$ cat src/rtl/store_narrow_merge.sv
// Store-path byte merger: read-modify-write for narrow stores,
// direct write for doubleword stores, misalignment fault pulse.
module store_narrow_merge #(
   parameter int ADDR_W = 64
) (
   input  logic              clk,
   input  logic              reset,
   input  logic              req_valid,
   output logic              req_ready,
   input  logic [ADDR_W-1:0] req_addr,
   input  logic [63:0]       req_data,
   input  logic [1:0]        req_size,
   output logic              mem_rd_en,
   output logic [ADDR_W-1:0] mem_rd_addr,
   input  logic [63:0]       mem_rd_data,
   output logic              mem_wr_en,
   output logic [ADDR_W-1:0] mem_wr_addr,
   output logic [63:0]       mem_wr_data,
   output logic              done,
   output logic              misalign_err
);

   typedef enum logic [2:0] {
      IDLE, RD, WAIT, WR, ERR
   } state_t;

   state_t            state;
   logic [ADDR_W-1:0] addr_q;
   logic [63:0]       data_q;
   logic [1:0]        size_q;

   logic [2:0]        amask;
   logic              misal;
   logic              dbl;
   logic [ADDR_W-1:0] req_al;
   logic [ADDR_W-1:0] addr_al;
   logic [63:0]       smask;
   logic [5:0]        sh;
   logic [63:0]       merged;

   always_comb begin
      amask = 3'b111;
      unique case (req_size)
         2'b00:   amask = 3'b000;
         2'b01:   amask = 3'b001;
         2'b10:   amask = 3'b011;
         default: amask = 3'b111;
      endcase
   end

   always_comb begin
      smask = '1;
      unique case (size_q)
         2'b00:   smask = 64'h0000_0000_0000_00ff;
         2'b01:   smask = 64'h0000_0000_0000_ffff;
         2'b10:   smask = 64'h0000_0000_ffff_ffff;
         default: smask = '1;
      endcase
   end

   assign misal   = |(req_addr[2:0] & amask);
   assign dbl     = (req_size == 2'b11) & ~misal;
   assign req_al  = {req_addr[ADDR_W-1:3], 3'b000};
   assign addr_al = {addr_q[ADDR_W-1:3], 3'b000};
   assign sh      = {addr_q[2:0], 3'b000};

   // Low size bytes of the store data land at the byte offset.
   assign merged = (mem_rd_data & ~(smask << sh))
                 | ((data_q & smask) << sh);

   assign req_ready = (state == IDLE);

   always_ff @(posedge clk or negedge reset) begin
      if (!reset) begin
         state        <= IDLE;
         addr_q       <= '0;
         data_q       <= '0;
         size_q       <= '0;
         mem_rd_en    <= 1'b0;
         mem_rd_addr  <= '0;
         mem_wr_en    <= 1'b0;
         mem_wr_addr  <= '0;
         mem_wr_data  <= '0;
         done         <= 1'b0;
         misalign_err <= 1'b0;
      end else begin
         unique case (state)
            IDLE: begin
               if (req_valid) begin
                  addr_q <= req_addr;
                  data_q <= req_data;
                  size_q <= req_size;
                  unique case (1'b1)
                     misal: begin
                        state        <= ERR;
                        done         <= 1'b1;
                        misalign_err <= 1'b1;
                     end
                     dbl: begin
                        state       <= WR;
                        mem_wr_en   <= 1'b1;
                        mem_wr_addr <= req_al;
                        mem_wr_data <= req_data;
                        done        <= 1'b1;
                     end
                     default: begin
                        state       <= RD;
                        mem_rd_en   <= 1'b1;
                        mem_rd_addr <= req_al;
                     end
                  endcase
               end
            end
            RD: begin
               state       <= WAIT;
               mem_rd_en   <= 1'b0;
               mem_rd_addr <= '0;
            end
            WAIT: begin
               state       <= WR;
               mem_wr_en   <= 1'b1;
               mem_wr_addr <= addr_al;
               mem_wr_data <= merged;
               done        <= 1'b1;
            end
            WR: begin
               state       <= IDLE;
               mem_wr_en   <= 1'b0;
               mem_wr_addr <= '0;
               mem_wr_data <= '0;
               done        <= 1'b0;
            end
            ERR: begin
               state        <= IDLE;
               done         <= 1'b0;
               misalign_err <= 1'b0;
            end
            default: state <= IDLE;
         endcase
      end
   end

endmodule

$ cat config.mk
export PLATFORM = sky130hd
export DESIGN_NAME = store_narrow_merge
export DESIGN_NICKNAME = d
export VERILOG_FILES = /design/src/rtl/store_narrow_merge.sv
export SDC_FILE = /design/constraint.sdc
export NUM_CORES = 1
export LEC_CHECK = 0
export CELL_PAD_IN_SITES_DETAIL_PLACEMENT = 0
export CELL_PAD_IN_SITES_GLOBAL_PLACEMENT = 1
export CORE_UTILIZATION = 35
export CTS_BUF_LIST = sky130_fd_sc_hd__clkbuf_2
export CTS_CLUSTER_SIZE = 20
export DETAILED_ROUTE_END_ITERATION = 12
export PLACE_DENSITY_LB_ADDON = 0.1
export SLEW_MARGIN = 20
export SYNTH_ARGS = -nofsm -noshare
export SYNTH_HDL_FRONTEND = slang
export SYNTH_SLANG_ARGS = --single-unit
$ cat constraint.sdc
create_clock -name clk -period 1.6 [get_ports clk]
set_input_delay 0.32 -clock clk [delete_from_list [all_inputs] [get_ports clk]]
set_output_delay 0.32 -clock clk [all_outputs]
set_load 0.02 [all_outputs]
==> flow_summary.ini <==
[finish]
final_common_cell = nand2_1
final_core_util_pct = 65.6
syn_to_final_growth_pct = 83.1
fillerInstances = 3585
stdcell_area_sq_mm = 0.0293
drive_gt1_share_pct = 39.2
nNetsFinal = 2888
final_cell_mix = nand2_1 (451), dfrtp_1 (314), buf_4 (305), buf_6 (260), clkdlybuf4s50_1 (195)

[global_route]
track_usage_pct = 30.0
grt_start_max_net_pins = 82
grt_pass1_vias = 17786
grt_remaining_overflow = 0
grt_pass1_wl_mm = 106
antenna_found_initial = 5

[synth]
synthDistinctLibCells = 59
yosys_warnings = 0
postSynthAreaPerCell_sq_um = 9.33
ys_seq_area_share_pct = 50.6
synth_edf_count = 0
synth_flop_cell = dfrtp_1
synth_seq_cells = 323
syn-instance-count = 1713
syn_area_sq_mm = 0.0160
synthArstFlopShare_pct = 100

[clocking]
insertion_delay_ns = 1.07
cts_buffers = 87
cts.clk_slew.worst_paths_ns = 0.11
cts_tree = yes
clockBufferDepth = 3
cts_root_buffer = clkbuf_2
clkSinkCount = 323
htreeDepth = 3

[routing]
drt_iter0_drc = 1337
drc = 0
dr.pass1.iters = 7
via_count = 17643
viasPerCell = 5.25
wl_per_cell_um = 21.7
routed_wl_mm = 72.8
ant_nets = 0

[timing]
tightest_slew_ns = 0.690
fin_setup_tns_ns = -113.06
max_slew_margin_pct = 54.0
hold_violations = 0
fin_skew_ns = 0.0510
period_share_pct = 155
drv_slew = 0
fmax_mhz = 403
final_period_minus_worst_setup_slack_ns = 2.48
finalWorstSetupSlack_ns = -0.879
rsz0062_at_grt = true
setup_viol = 508

[floorplan]
fp.dieW_um = 216
placementRows = 77
core_area_sq_mm = 0.0446
die_area_sq_mm = 0.0465
die_h_um = 216
pin_count = 394
start_util_pct = 35.8

[power_and_ir_drop]
pwr_density_cell_mw_per_mm2 = 2140
power.net_switching_mw = 27.6
power_mw = 62.7
p_sw_share_pct = 44.0
power.share.sequential_pct = 24.3
ir_worst_vdd_mv = 1.20
p_int_mw = 35.1
share_comb_of_total_power_pct = 65.9
leakagePower_nw = 13.5
p_clk_share_pct = 9.8

[critical_path]
r2r_start = addr_q[0]$_DFFE_PN0P_
required_ns = 1.28
crit_path_start = state[0]$_DFFE_PN0P_
critPathKind = flop to primary output
crit_path_start_kind = flop
end_kind = primary output
critPathMaxFanout = 2
cp.arrival_ns = 2.16

[job]
drv_cap = 0

[placed_design]
post_dp_cell_area_sq_mm = 0.0222
portBuffers = 387
dp_hpwl_mm = 45.6
dp_slack_ns = -0.677
gp_congestion = 0.957

[worst_hold_path]
min-delay-start = mem_rd_data[8]
min_path_type = input port to flop

[outcome]
outcome = finished, violations left
failed_checks = negative setup slack
cells in the mapped netlist (8+ instances only):
cell      count  area (sq um)
mux2i_1      41           410
a222oi_1     14           140
o21ai_0      80           400
buf_2        48           240
a221oi_2     16           240
a21oi_1     109           546
nand2_2      21           131
a31oi_1      11          68.8
a211oi_1     31           233
mux2_2       17           191
o21ai_1      11          55.1
a22o_1       75           657
nand2_1     467          1750
o22ai_1      20           125
a221oi_1     16           140
nand3_1      30           150
buf_4        11          82.6
a22oi_1      21           158
clkbuf_1     72           270
dfrtp_1     323          8080
nor3b_1      89           668
nor2_1       59           221
o21ai_2      20           175
o21a_1        8          60.1
a21o_1       11          82.6
sequential cells by signal (all words and copies together) (netlist names):
name          count
state             3
data_q           64
addr_q           64
mem_rd_addr      61
mem_wr_data      64
done              1
mem_wr_en         1
mem_wr_addr      61
misalign_err      1
size_q            2
mem_rd_en         1
per-stage QoR:
step,instances,hold slack [ns]
4_1_cts,3270,0.000783
3_3_place_gp,2775,0.219
2_1_floorplan,1718,0.0244
3_5_place_dp,2775,0.217
6_report,3360,0.125
5_1_grt,3360,-0.00935
worst max-delay path, stage by stage (launching register included):
cell and delay, ns:
dfrtp_4 0.50, buf_12 0.13, nor3_4 0.21, buf_4 0.14
buf_6 0.12
power by group through the flow:
stage               clock, mW  sequential [mW]  combinational [mW]
floorplan                   0             16.9                13.0
global route             6.72             15.6                43.7
detailed placement          0             14.8                29.8
finish                   6.12             15.2                41.3
CTS                      6.29             15.1                37.9
global placement            0             14.7                29.6
what timing repair did:
item / in CTS / in global routing
pin swaps: 115 / 91
gates resized for setup: 1456 / 140
setup endpoints to repair: 469 / 508
buffers inserted: 147 / 84
cloned: 13 / 7
endpoints found under the hold margin: 638 / 1
hold buffers: 183 / 1
cell families after synthesis:
| family | after synthesis | share of synthesized area, % |
|---|---|---|
| AND/OR/NAND/NOR | 704 | 19.9 |
| AO/OA/AOI/OAI | 476 | 21.1 |
| flip-flops | 323 | 50.6 |
| buffers and inverters | 149 | 4.50 |
| multiplexers | 60 | 3.91 |
| other | 1 | 0.0235 |
path summary, 6_finish.rpt:
path / to / slack, ns / depth (start not counted)
worst min-delay path: mem_wr_data[8]$_DFFE_PN0P_ / 0.13 / 4
worst max-delay path: req_ready / -0.88 / 4
max in group asynchronous: addr_q[44]$_DFFE_PN0P_ / 0.62 / 5
worst max register to register: mem_wr_data[33]$_DFFE_PN0P_ / -0.40 / 10
worst min register to register: addr_q[9]$_DFFE_PN0P_ / 0.47 / 2
min in group asynchronous: mem_wr_data[32]$_DFFE_PN0P_ / 0.33 / 4
cell type report:
type	instances	area, sq um	share of cell area (%)
antenna	6	15.0	0.0513
clock buffer	131	656	2.24
clock inverter	29	145	0.496
inverter	4	17.5	0.0599
multi-input combinational	1246	8800	30.1
sequential	323	8100	27.7
tap	592	741	2.53
timing repair buffer	1029	10800	36.9
routing by layer:
metal | vias to the layer above | track usage, % | routed length [um]
li1 | 8112 | - | -
met1 | 8676 | 38.7 | 30200
met2 | 695 | 46.9 | 33700
met3 | 160 | 8.25 | 5830
met4 | 0 | 13.3 | 3030
met5 | - | 0 | 0
Power figures use the tool's default switching activity.
